[src/rtl/rv_pkg.sv]
// Shared RV32I decode definitions: opcodes, decoded control word and immediate formats.
package rv_pkg;

    localparam logic [6:0] OpcLoad    = 7'b0000011;
    localparam logic [6:0] OpcMiscMem = 7'b0001111;
    localparam logic [6:0] OpcOpImm   = 7'b0010011;
    localparam logic [6:0] OpcAuipc   = 7'b0010111;
    localparam logic [6:0] OpcStore   = 7'b0100011;
    localparam logic [6:0] OpcOp      = 7'b0110011;
    localparam logic [6:0] OpcLui     = 7'b0110111;
    localparam logic [6:0] OpcBranch  = 7'b1100011;
    localparam logic [6:0] OpcJalr    = 7'b1100111;
    localparam logic [6:0] OpcJal     = 7'b1101111;
    localparam logic [6:0] OpcSystem  = 7'b1110011;

    localparam logic [6:0] Funct7Zero = 7'b0000000;
    localparam logic [6:0] Funct7Alt  = 7'b0100000;

    typedef struct packed {
        logic [6:0] opcode;
        logic [4:0] rs1;
        logic [4:0] rs2;
        logic [4:0] rd;
        logic [2:0] funct3;
        logic [6:0] funct7;
        logic       rs1_en;
        logic       rs2_en;
        logic       rd_wr;
        logic       f3_en;
        logic       f7_en;
        logic       mem_en;
        logic       mem_wr;
        logic       csr_en;
        logic       csr_wr;
        logic       pc_load;
    } dec_ctrl_t;

    typedef enum logic [2:0] {
        ImmNone,
        ImmI,
        ImmS,
        ImmB,
        ImmU,
        ImmJ
    } imm_fmt_e;

    function automatic logic [31:0] imm_extract(input logic [31:0] inst, input imm_fmt_e fmt);
        logic [31:0] imm;
        unique case (fmt)
            ImmI:    imm = {{20{inst[31]}}, inst[31:20]};
            ImmS:    imm = {{20{inst[31]}}, inst[31:25], inst[11:7]};
            ImmB:    imm = {{20{inst[31]}}, inst[7], inst[30:25], inst[11:8], 1'b0};
            ImmU:    imm = {inst[31:12], 12'b0};
            ImmJ:    imm = {{12{inst[31]}}, inst[19:12], inst[20], inst[30:21], 1'b0};
            default: imm = 32'b0;
        endcase
        return imm;
    endfunction

endpackage

[src/rtl/rv_dec_core.sv]
// Purely combinational RV32I decoder: raw word to control word, immediate and illegal flag.
module rv_dec_core
    import rv_pkg::*;
(
    input  logic [31:0] inst,
    output dec_ctrl_t   ctrl,
    output logic [31:0] imm,
    output logic        illegal
);

    logic [2:0] funct3;
    logic [6:0] funct7;
    logic       bad;
    imm_fmt_e   fmt;
    dec_ctrl_t  fields;
    dec_ctrl_t  dec;

    assign funct3 = inst[14:12];
    assign funct7 = inst[31:25];

    always_comb begin
        fields        = '0;
        fields.opcode = inst[6:0];
        fields.rd     = inst[11:7];
        fields.funct3 = funct3;
        fields.rs1    = inst[19:15];
        fields.rs2    = inst[24:20];
        fields.funct7 = funct7;
    end

    always_comb begin
        dec = fields;
        fmt = ImmNone;
        bad = 1'b0;
        case (inst[6:0])
            OpcLoad: begin
                dec.rs1_en = 1'b1;
                dec.rd_wr  = 1'b1;
                dec.f3_en  = 1'b1;
                dec.mem_en = 1'b1;
                fmt        = ImmI;
            end
            OpcStore: begin
                dec.rs1_en = 1'b1;
                dec.rs2_en = 1'b1;
                dec.f3_en  = 1'b1;
                dec.mem_en = 1'b1;
                dec.mem_wr = 1'b1;
                fmt        = ImmS;
            end
            OpcOpImm: begin
                dec.rs1_en = 1'b1;
                dec.rd_wr  = 1'b1;
                dec.f3_en  = 1'b1;
                fmt        = ImmI;
                // Only the shifts carry a funct7; SRAI is the sole alternate encoding.
                if (funct3 == 3'b001) begin
                    dec.f7_en = 1'b1;
                    bad       = (funct7 != Funct7Zero);
                end else if (funct3 == 3'b101) begin
                    dec.f7_en = 1'b1;
                    bad       = (funct7 != Funct7Zero) && (funct7 != Funct7Alt);
                end
            end
            OpcOp: begin
                dec.rs1_en = 1'b1;
                dec.rs2_en = 1'b1;
                dec.rd_wr  = 1'b1;
                dec.f3_en  = 1'b1;
                dec.f7_en  = 1'b1;
                if (funct7 == Funct7Alt) begin
                    bad = (funct3 != 3'b000) && (funct3 != 3'b101);
                end else begin
                    bad = (funct7 != Funct7Zero);
                end
            end
            OpcBranch: begin
                dec.rs1_en  = 1'b1;
                dec.rs2_en  = 1'b1;
                dec.f3_en   = 1'b1;
                dec.pc_load = 1'b1;
                fmt         = ImmB;
            end
            OpcJal: begin
                dec.rd_wr   = 1'b1;
                dec.pc_load = 1'b1;
                fmt         = ImmJ;
            end
            OpcJalr: begin
                dec.rs1_en  = 1'b1;
                dec.rd_wr   = 1'b1;
                dec.pc_load = 1'b1;
                fmt         = ImmI;
            end
            OpcLui, OpcAuipc: begin
                dec.rd_wr = 1'b1;
                fmt       = ImmU;
            end
            OpcMiscMem: begin
                dec.f3_en = 1'b1;
                fmt       = ImmI;
            end
            OpcSystem: begin
                if (funct3 == 3'b000) begin
                    dec.pc_load = 1'b1;
                end else begin
                    dec.csr_en = 1'b1;
                    dec.rd_wr  = 1'b1;
                    dec.rs1_en = !funct3[2];
                    // CSRRS/CSRRC with a zero source only read the CSR.
                    dec.csr_wr = !(funct3[1] && (inst[19:15] == 5'd0));
                    fmt        = ImmI;
                end
            end
            default: bad = 1'b1;
        endcase
        if (inst[1:0] != 2'b11) begin
            bad = 1'b1;
        end
        if (bad) begin
            fmt = ImmNone;
        end
    end

    assign ctrl    = bad ? fields : dec;
    assign imm     = imm_extract(inst, fmt);
    assign illegal = bad;

endmodule

[src/rtl/rv_dec_mt.sv]
// Multithreaded decode stage: input decoder, main+skid pipeline and per-thread redirect stall.
module rv_dec_mt
    import rv_pkg::*;
#(
    parameter int unsigned NTHREADS = 4,
    parameter int unsigned TID_W    = (NTHREADS > 1) ? $clog2(NTHREADS) : 1
) (
    input  logic             clk,
    input  logic             rst_n,

    input  logic             in_valid,
    output logic             in_ready,
    input  logic [31:0]      in_inst,
    input  logic [31:0]      in_pc,
    input  logic [TID_W-1:0] in_tid,

    output logic             out_valid,
    input  logic             out_ready,
    output logic [31:0]      out_inst,
    output logic [31:0]      out_pc,
    output logic [TID_W-1:0] out_tid,
    output dec_ctrl_t        out_ctrl,
    output logic [31:0]      out_imm,
    output logic             out_illegal,

    input  logic             redirect_valid,
    input  logic [TID_W-1:0] redirect_tid,
    input  logic             flush_valid,
    input  logic [TID_W-1:0] flush_tid
);

    typedef struct packed {
        logic [31:0]      inst;
        logic [31:0]      pc;
        logic [TID_W-1:0] tid;
        dec_ctrl_t        ctrl;
        logic [31:0]      imm;
        logic             illegal;
    } entry_t;

    entry_t              main_q, main_d;
    entry_t              skid_q, skid_d;
    entry_t              in_entry;
    logic                main_v_q, main_v_d;
    logic                skid_v_q, skid_v_d;
    logic [NTHREADS-1:0] pend_q, pend_d;

    dec_ctrl_t           in_ctrl;
    logic [31:0]         in_imm;
    logic                in_illegal;

    logic [TID_W-1:0]    tid_eff, flush_tid_eff, redirect_tid_eff;
    logic                pend_sel;
    logic                main_kill, skid_kill, in_kill;
    logic                accept, in_live, drain, main_keep, skid_live;

    rv_dec_core u_core (
        .inst    (in_inst),
        .ctrl    (in_ctrl),
        .imm     (in_imm),
        .illegal (in_illegal)
    );

    // A single-thread build ignores all thread ids.
    assign tid_eff          = (NTHREADS == 1) ? '0 : in_tid;
    assign flush_tid_eff    = (NTHREADS == 1) ? '0 : flush_tid;
    assign redirect_tid_eff = (NTHREADS == 1) ? '0 : redirect_tid;

    always_comb begin
        in_entry.inst    = in_inst;
        in_entry.pc      = in_pc;
        in_entry.tid     = tid_eff;
        in_entry.ctrl    = in_ctrl;
        in_entry.imm     = in_imm;
        in_entry.illegal = in_illegal;
    end

    always_comb begin
        pend_sel = 1'b0;
        for (int t = 0; t < NTHREADS; t++) begin
            if (tid_eff == t[TID_W-1:0]) begin
                pend_sel = pend_q[t];
            end
        end
    end

    assign in_ready  = !skid_v_q && !pend_sel;
    assign main_kill = flush_valid && (main_q.tid == flush_tid_eff);
    assign skid_kill = flush_valid && (skid_q.tid == flush_tid_eff);
    assign in_kill   = flush_valid && (tid_eff == flush_tid_eff);

    assign out_valid = main_v_q && !main_kill;
    assign accept    = in_valid && in_ready;
    assign in_live   = accept && !in_kill;
    assign drain     = out_valid && out_ready;
    assign main_keep = out_valid && !out_ready;
    assign skid_live = skid_v_q && !skid_kill;

    // Surviving entries compact oldest-first into main, then skid. An input is only
    // accepted with skid empty, so at most two survivors exist.
    always_comb begin
        main_d   = main_q;
        skid_d   = skid_q;
        main_v_d = 1'b0;
        skid_v_d = 1'b0;
        if (main_keep) begin
            main_v_d = 1'b1;
            if (skid_live) begin
                skid_v_d = 1'b1;
            end else if (in_live) begin
                skid_d   = in_entry;
                skid_v_d = 1'b1;
            end
        end else if (skid_live) begin
            main_d   = skid_q;
            main_v_d = 1'b1;
        end else if (in_live) begin
            main_d   = in_entry;
            main_v_d = 1'b1;
        end
    end

    // A discarded (flushed) input never stalls its thread; otherwise set beats clear.
    always_comb begin
        pend_d = pend_q;
        for (int t = 0; t < NTHREADS; t++) begin
            if ((redirect_valid && (redirect_tid_eff == t[TID_W-1:0])) ||
                (flush_valid && (flush_tid_eff == t[TID_W-1:0]))) begin
                pend_d[t] = 1'b0;
            end
            if (in_live && (tid_eff == t[TID_W-1:0]) && (in_ctrl.pc_load || in_illegal)) begin
                pend_d[t] = 1'b1;
            end
        end
    end

    always_ff @(posedge clk) begin
        if (!rst_n) begin
            main_q   <= '0;
            skid_q   <= '0;
            main_v_q <= 1'b0;
            skid_v_q <= 1'b0;
            pend_q   <= '0;
        end else begin
            main_q   <= main_d;
            skid_q   <= skid_d;
            main_v_q <= main_v_d;
            skid_v_q <= skid_v_d;
            pend_q   <= pend_d;
        end
    end

    assign out_inst    = main_q.inst;
    assign out_pc      = main_q.pc;
    assign out_tid     = main_q.tid;
    assign out_ctrl    = main_q.ctrl;
    assign out_imm     = main_q.imm;
    assign out_illegal = main_q.illegal;

endmodule

[config.mk]
export PLATFORM = sky130hd
export DESIGN_NAME = rv_dec_mt
export DESIGN_NICKNAME = d
export VERILOG_FILES = /design/src/rtl/rv_pkg.sv /design/src/rtl/rv_dec_core.sv /design/src/rtl/rv_dec_mt.sv
export SDC_FILE = /design/constraint.sdc
export NUM_CORES = 1
export LEC_CHECK = 0
export BUFFER_PORTS_ARGS = -buffer_cell sky130_fd_sc_hd__buf_2
export CAP_MARGIN = 20
export CELL_PAD_IN_SITES_DETAIL_PLACEMENT = 1
export CELL_PAD_IN_SITES_GLOBAL_PLACEMENT = 1
export CORE_UTILIZATION = 39
export CTS_CLUSTER_DIAMETER = 80
export CTS_CLUSTER_SIZE = 40
export DETAILED_ROUTE_END_ITERATION = 10
export MAX_ROUTING_LAYER = met4
export PLACE_DENSITY = 0.88
export SYNTH_ARGS = -nofsm -noshare
export SYNTH_HDL_FRONTEND = slang
export SYNTH_SLANG_ARGS = --single-unit
[constraint.sdc]
create_clock -name clk -period 2.8 [get_ports clk]
set_input_delay 0.56 -clock clk [delete_from_list [all_inputs] [get_ports clk]]
set_output_delay 0.56 -clock clk [all_outputs]
set_load 0.005 [all_outputs]
Word level (Yosys, flattened, before mapping) --
Index checks and enable logic that the tools add are counted. Widths: inputs -> output; s select.
Operators by class: equal/unequal tests 34, muxes and demuxes 42, bitwise gates (word level) 2, reduce and logical (&&, ||, !) cells 65
Operators with widths (count):
- $mux 141 | 2
- $pmux 32 s5 | 1
- $mux 1 | 29
- $eq 7x6->1 const B | 4
- $eq 7x7->1 const B | 4
- $logic_and 1x1->1 | 28
- $pmux 3 s6 | 1
- $eq 7x5->1 const B | 2
- $eq 2x2->1 const B | 6
- $reduce_or 6->1 | 2
- $mux 10 | 1
- $reduce_bool 2->1 | 5
- $eq 3x3->1 const B | 3
- $reduce_or 9->1 | 1
- $logic_not 1->1 | 8
- $pmux 1 s2 | 4
- $eq 7x2->1 const B | 1
- $eq 7x4->1 const B | 1
- $ne 7x6->1 const B | 1
- $reduce_bool 7->1 | 1
- $reduce_or 7->1 | 1
- $eq 2x1->1 const B | 3
- $eq 2x2->1 | 3
- $eq 3x1->1 const B | 2
- 17 further kinds | 29
Word-level totals: flip-flop bits (word level) 288, output and inout bits 143, word-level logic and storage cells 191

Longest topological paths before layout --
Gate-level depths: netlist of run 1.
depth after elaboration 12, mapped depth 10, depth with buffers taken out 6

Modules after synthesis --
A second synthesis of run 1 with hierarchy kept.
Unflattened totals: cell total of the unflattened synthesis 1497, area, all modules 13419.1 µm²
Modules (own cells, without submodules):
- rv_dec_mt | times used 1, cells an instance 1316, area each 12250.5 µm², sequential area each 5765.5 µm²
- rv_dec_core | times used 1, cells an instance 181, area each 1168.6 µm², sequential area each 0.0 µm²

Least setup slack after synthesis of run 1 --
No wires, ideal clock.
kind input to register, start point input port in_inst[13], end point register pend_q[1], arrival 2.273 ns, data required time 2.730 ns, setup slack 0.456 ns, stages on the path 6, buffers on the path 1, cell sequence buf_2 -> or4_4 -> a2111oi_4 -> nor4_2 -> or4b_1 -> a21oi_1
Between the ends: word-level cells in the longest chain between the ends 9
RTL lines:
- from (decl) | line rv_dec_mt.sv:13 | input logic [31:0] in_inst,
- $eq 3x3->1 (tied with other cells) | line rv_dec_core.sv:60 | end else if (funct3 == 3'b101) begin
- $mux 1 or $logic_and 1x1->1 (tied branches) | line rv_dec_core.sv:60, rv_dec_core.sv:72
- $mux 1, on equally long branches | line rv_dec_core.sv:57, rv_dec_core.sv:71
- $pmux 1 s3 | line rv_dec_core.sv:35 | case (inst[6:0])
- $mux 1 | line rv_dec_core.sv:117 | if (inst[1:0] != 2'b11) begin
- $mux 10 | line rv_dec_core.sv:125 | assign ctrl = bad ? fields : dec;
- $logic_or 1x1->1 * | line rv_dec_mt.sv:131 | if (in_live && (tid_eff == t[TID_W-1:0]) && (in_ctrl.pc_load || in_illegal)) begin
- $logic_and 1x1->1 * | line rv_dec_mt.sv:131
- $mux 1 or $reduce_bool 2->1 (tied branches)
- to (signal assigned) | line rv_dec_mt.sv:149 | pend_q <= pend_d;
- to (decl) | line rv_dec_mt.sv:46 | logic [NTHREADS-1:0] pend_q, pend_d;
Every way passes the cells marked *; elsewhere a longest branch is shown, timed or not. A chain may end at the register's enable or synchronous reset.

Worst setup path in the final report of run 1 --
start point input port in_inst[5], end point register skid_q[23] in the netlist's numbering
Between the ends: word-level cells in the longest chain between the ends 7
RTL lines:
- $eq 7x6->1 (tied with other cells) | line rv_dec_core.sv:35
- $reduce_or 9->1 (no line)
- $pmux 1 s3 | line rv_dec_core.sv:35
- $mux 1 | line rv_dec_core.sv:117
- $mux 3 * | line rv_dec_core.sv:120 | if (bad) begin
- $eq 3x3->1 (tied with other cells) | line rv_pkg.sv:49 | unique case (fmt)
- $pmux 32 s5 * | line rv_pkg.sv:49
- to (signal assigned) | line rv_dec_mt.sv:146 | skid_q <= skid_d;
- to (decl) | line rv_dec_mt.sv:42 | entry_t skid_q, skid_d;
Marks and branches as above.

==> flow_summary.json, run 1 <==
{
  "syn_nets": 1260,
  "vias": 9182,
  "synth_compound_area_frac": 0.240,
  "clk_pin_slew_ps": 120,
  "synth-adder-area-share": 0,
  "drv_cap": 0,
  "synth_area_per_cell_um2": 8.10,
  "dpl_cell_area_um2": 10800,
  "syn_area_um2": 9590,
  "muxShareOfSynthArea": 0.0158,
  "yosysTopAreaCell": "dfxtp_1",
  "switchingPower_mw": 1.93,
  "synth-edff-count": 0,
  "grt_pass1_vias": 9396,
  "fillCellCount": 3002,
  "io_buffers": 218,
  "powerDensity_nw_per_um2": 604,
  "whs_ps": 317,
  "p_comb_frac": 0.143,
  "synth_top_area_share": 0.468,
  "design_power_total_mw": 6.82,
  "synth-seq-area-share": 0.468,
  "post_cts_buffers": 0,
  "worstMarginPinSlew_ps": 1030,
  "synthDistinctLibCells": 64,
  "tritoncts": "yes",
  "intPower_mw": 4.89,
  "fin_util": 0.466,
  "wl_um": 30900,
  "switching_share": 0.283,
  "cts_sinks": 224,
  "crit_path_start_kind": "input port",
  "wl_per_cell_um": 18.8,
  "endpoint_kind": "register",
  "worstPathRequired_ps": 3140,
  "synthCells": 1184,
  "ir_worst_vdd_mv": 0.417,
  "hold_class": "input port to register",
  "drt-initial-drc-count": 604,
  "synth_top_family_by_area": "compound AO/OA/AOI/OAI gates",
  "cts_root_buf": "clkbuf_16",
  "area_growth_pct": 17.8,
  "drive_gt1_frac": 0.223,
  "grt_max_degree": 85,
  "grt.total_usage": 0.249,
  "worstPathArrival_ps": 2730,
  "dieWidth_um": 159,
  "ant_nets": 0,
  "hold_viol": 0,
  "final-setup-viol-count": 0,
  "cts_max_level": 1,
  "final_cells": 1646,
  "dieArea_um2": 25200,
  "path_class": "input port to register",
  "start_util": 0.395,
  "maxSlewHeadroom": 0.312,
  "synth_commonest_cells": "274 x nand2_1, 224 x dfxtp_1, 146 x a21oi_1",
  "core_um2": 24200,
  "clock.fmax_ghz": 0.417,
  "rsz0062_at_grt": "no",
  "nNetsFinal": 1390,
  "cp_max_fo": 15,
  "holdBufCountCts": 0,
  "yosysWarnings": 0,
  "status": "complete, no violations",
  "firstDrtPassIters": 5,
  "clkPwrFrac": 0.348,
  "synth_flop_cell": "dfxtp_1",
  "finalInstanceArea_um2": 11300,
  "pin_count": 219,
  "grt_first_pass_wirelength_um": 49800,
  "synth-xor-area-share": 0.00731,
  "async_flop_share": 0,
  "period_minus_slack_ps": 2400,
  "maxSlewViolCount": 0,
  "synthSimpleGateAreaFrac": 0.192,
  "die_h_um": 159,
  "power_frac_seq": 0.510,
  "drc": 0,
  "num_rows": 57,
  "cts_made_buffers": 14,
  "ys_ff_latch": 224,
  "cellLeakagePower_nw": 4.50,
  "clkLatencyLatePin_ps": 500,
  "clock_skew_ps": 27.7,
  "vias_per_cell": 5.58,
  "cts_resized": 0,
  "post-route-period-util": 0.857,
  "hpwl_um": 20600,
  "antenna_found_initial": 1,
  "cts_buffer_depth": 3,
  "synth_most_common_cell": "nand2_1",
  "placed_cells": 1622,
  "grt.overflow.total": 0,
  "gp_congestion": 0.866,
  "synth.area.top_cells": "dfxtp_1 47%, nand2_1 11%, a21oi_1 7.6%"
}
## per-stage QoR
step	TNS [ps]	setup slack, ps
6_report	0	402
5_1_grt	0	239
4_1_cts	0	438
3_5_place_dp	-947	-99.4
3_3_place_gp	-289	-22.5
2_1_floorplan	0	456
## final cells by class
cell class              instances  area [um^2]  area share
inverters                      10         42.5     0.00377
repair buffers                255         1470       0.130
clock inverters                 8          126      0.0112
flip-flops and latches        224         4480       0.397
clock buffers                  15          375      0.0332
well taps                     324          405      0.0359
diodes                          1         2.50    0.000222
multi-input cells             809         4390       0.388
## state kept, by name, indices dropped and copies added (netlist names)
name and cells:
out_pc 32, main_v_q 1, out_imm 32, out_inst 32
out_ctrl 10, pend_q 4, skid_v_q 1, out_tid 2
skid_q 109, out_illegal 1
## worst paths after layout
kind                            cells past startpoint                    start                      end  slack (ps)
worst max-delay path                                7               in_inst[5]  skid_q[23]$_SDFFE_PN0P_         400
worst max register to register                      5  out_tid[1]$_SDFFE_PN0P_  skid_q[23]$_SDFFE_PN0P_         460
worst min-delay path                                3                 in_pc[6]  skid_q[83]$_SDFFE_PN0P_         320
worst min register to register                      2  skid_q[95]$_SDFFE_PN0P_  skid_q[95]$_SDFFE_PN0P_         460
## power groups by stage
stage | sequential (mW) | clock, mW | combinational (mW)
6_report | 3.48 | 2.37 | 0.974
5_1_grt | 3.50 | 2.54 | 1.07
4_1_cts | 3.48 | 2.44 | 0.978
3_5_place_dp | 3.55 | 0 | 0.972
3_3_place_gp | 3.54 | 0 | 0.942
2_1_floorplan | 3.54 | 0 | 0.572
## cell usage in the layout (no fill, tap or decap), types with 7 or more instances in the layout
master	Yosys	routed
nand2_1	274	273
dfxtp_1	224	224
buf_2	37	218
a21oi_1	146	145
nor2_1	98	97
a311oi_1	47	47
o21ai_0	37	37
a211oi_1	35	35
buf_4	33	29
nand3_1	19	19
o221ai_1	18	18
clkbuf_16	0	15
mux2i_1	14	14
a22oi_1	11	11
o22ai_1	10	10
and2_1	11	10
inv_1	8	8
a31oi_1	8	8
buf_12	0	8
xnor2_1	7	7
## per-layer routing
metal	vias to the layer above	global-route usage	routed length, um
met3	57	0.0392	1600
met4	0	0.0812	913
met1	4488	0.307	13500
li1	4371	-	-
met2	266	0.413	14900
met5	-	-	0
## logic make-up (layout without fill, tap and decap cells)
| logic type | Yosys count | count (layout) |
|---|---|---|
| and+or+nand+nor | 437 | 437 |
| xor gates and xnor gates | 8 | 8 |
| DFF | 224 | 224 |
| muxes | 15 | 15 |
| other | 0 | 1 |
| buffers and inverters | 151 | 288 |
| AOI/OAI and AO/OA | 349 | 349 |
## worst max-delay path, cell delays in order
cell and delay [ps]:
buf_2 260, or4b_1 460, nand4_1 100, o41a_2 240, o31ai_4 130, a21oi_1 790, a21oi_1 170
Power figures use the tool's default switching activity.
==> inputs of run 2 (changes only) <==
--- a/config.mk
+++ b/config.mk
@@ -5,11 +5,12 @@
 export SDC_FILE = /design/constraint.sdc
 export NUM_CORES = 1
 export LEC_CHECK = 0
+export ABC_AREA = 1
 export BUFFER_PORTS_ARGS = -buffer_cell sky130_fd_sc_hd__buf_2
 export CAP_MARGIN = 20
 export CELL_PAD_IN_SITES_DETAIL_PLACEMENT = 1
 export CELL_PAD_IN_SITES_GLOBAL_PLACEMENT = 1
-export CORE_UTILIZATION = 39
+export CORE_UTILIZATION = 38
 export CTS_CLUSTER_DIAMETER = 80
 export CTS_CLUSTER_SIZE = 40
 export DETAILED_ROUTE_END_ITERATION = 10
==> flow_summary.json, run 2 <==
{
  "synth_most_common_cell": "nand2_1",
  "synthDistinctLibCells": 35,
  "antennaDiodeCount": 0,
  "syn_area_um2": 9780,
  "clock_skew_ps": 35.5,
  "endpoint_kind": "register",
  "cts_max_level": 1,
  "synth_commonest_cells": "282 x nand2_1, 224 x dfxtp_1, 209 x nor2_1",
  "synth.area.top_cells": "dfxtp_1 46%, nand2_1 11%, o21ai_0 10%",
  "maxSlewHeadroom": 0.482,
  "grt.total_usage": 0.247,
  "pin_count": 219,
  "hold_class": "input port to register",
  "whs_ps": 310,
  "vias": 9725,
  "clkLatencyLatePin_ps": 500,
  "area_growth_pct": 15.7,
  "top_register": "skid_q",
  "cts_sinks": 224,
  "synth-seq-area-share": 0.458,
  "wl_per_cell_um": 17.3,
  "status": "complete, no violations",
  "cts_resized": 0,
  "post-route-period-util": 0.730,
  "worstPathArrival_ps": 2480,
  "worstPathRequired_ps": 3230,
  "gp_congestion": 0.834,
  "maxSlewViolCount": 0,
  "wl_um": 31600,
  "syn_nets": 1446,
  "hold_viol": 0,
  "cp_max_fo": 11,
  "holdBufCountCts": 0,
  "cts_root_buf": "clkbuf_16",
  "synth_area_per_cell_um2": 7.14,
  "post_cts_buffers": 0,
  "drc": 0,
  "drv_cap": 0,
  "grt_first_pass_wirelength_um": 51000,
  "setup_tns_ps": 0,
  "clock.fmax_ghz": 0.489,
  "path_class": "input port to register",
  "crit_path_start_kind": "input port",
  "nNetsFinal": 1567,
  "cts_buffer_depth": 3,
  "clk_pin_slew_ps": 110,
  "tritoncts": "yes",
  "powerDensity_nw_per_um2": 622,
  "ys_ff_latch": 224,
  "drt-initial-drc-count": 659,
  "drive_gt1_frac": 0.189,
  "final_common_cell": "nand2_1",
  "ir_worst_vdd_mv": 0.307,
  "cellLeakagePower_nw": 5.44,
  "worstMarginPinSlew_ps": 776,
  "yosysTopAreaCell": "dfxtp_1",
  "yosysWarnings": 0,
  "vias_per_cell": 5.32,
  "io_buffers": 218,
  "antenna_found_initial": 0,
  "cts_made_buffers": 15,
  "largest_reg_flops": 109,
  "rsz0062_at_grt": "no",
  "ant_nets": 0,
  "grt.overflow.total": 0,
  "num_rows": 58,
  "synthCells": 1370,
  "firstDrtPassIters": 5,
  "die_h_um": 162,
  "synth_top_area_share": 0.458,
  "grt_pass1_vias": 9684,
  "core_um2": 25200,
  "synth_flop_cell": "dfxtp_1",
  "final_cell_mix": "281 x nand2_1, 224 x dfxtp_1, 217 x buf_2, 209 x nor2_1, 196 x o21ai_0",
  "dieWidth_um": 162,
  "dieArea_um2": 26400,
  "fin_util": 0.450,
  "synth-edff-count": 0,
  "start_util": 0.389,
  "async_flop_share": 0,
  "final-setup-viol-count": 0,
  "grt_max_degree": 188,
  "period_minus_slack_ps": 2040,
  "hpwl_um": 20600
}
[run 2: kinds of logic after synthesis]
group | Yosys count | share of synthesized area
DFF | 224 | 0.458
AOI/OAI and AO/OA | 413 | 0.224
buffers and inverters | 200 | 0.100
xor gates and xnor gates | 2 | 0.00179
and+or+nand+nor | 531 | 0.216
[run 2: cell type report]
type                    instances  area (um^2)
clock buffers                  17          403
clock inverters                 8          124
fillers                      3268        13900
inverters                      69          263
multi-input cells             946         4330
flip-flops and latches        224         4480
well taps                     330          413
repair buffers                235         1310
[run 2: stage by stage]
step,power [mW],instance area [um^2],instances,setup slack [ps]
after floorplan,4.24,9780,1370,813
after CTS,7.11,11300,1829,746
after detailed placement,4.68,10800,1804,271
after global routing,7.38,11300,1829,512
final,7.04,11300,1829,757
after global placement,4.64,10800,1804,345
[run 2: worst paths after layout]
kind / startpoint / end / slack, ps / depth (start not counted)
setup / recovery: in_inst[4] / out_imm[30]$_SDFFE_PN0P_ / 760 / 14
hold / removal: in_pc[27] / skid_q[104]$_SDFFE_PN0P_ / 310 / 3
setup reg to reg: pend_q[0]$_SDFFE_PN0P_ / out_pc[12]$_SDFFE_PN0P_ / 770 / 10
hold reg to reg: skid_q[113]$_SDFFE_PN0P_ / out_inst[4]$_SDFFE_PN0P_ / 470 / 2
[run 2: critical path: stages]
cell	delay (ps)
buf_2	130
inv_1	110
nand2_1	110
nor2_1	260
inv_1	70
nor2_1	200
nor2_1	70
nand3_1	80
nand3_1	100
nand2_1	90
nand2_1	280
nand2_1	200
nand2_1	90
a21oi_1	130
[run 2: power breakdown]
| part | internal [mW] | leakage (nW) | switching [mW] |
|---|---|---|---|
| clock network | 1.13 | 0.256 | 1.30 |
| registers | 3.43 | 1.83 | 0.152 |
| logic | 0.405 | 3.35 | 0.630 |
| total | 4.96 | 5.44 | 2.08 |
[run 2: layer usage]
metal  up-vias  GRT usage  part of all wire
met5         -          -                 0
met4         0     0.0686             0.028
met3        48     0.0438             0.059
met2       258      0.417              0.48
met1      4691      0.301              0.43
li1       4728          -                 -
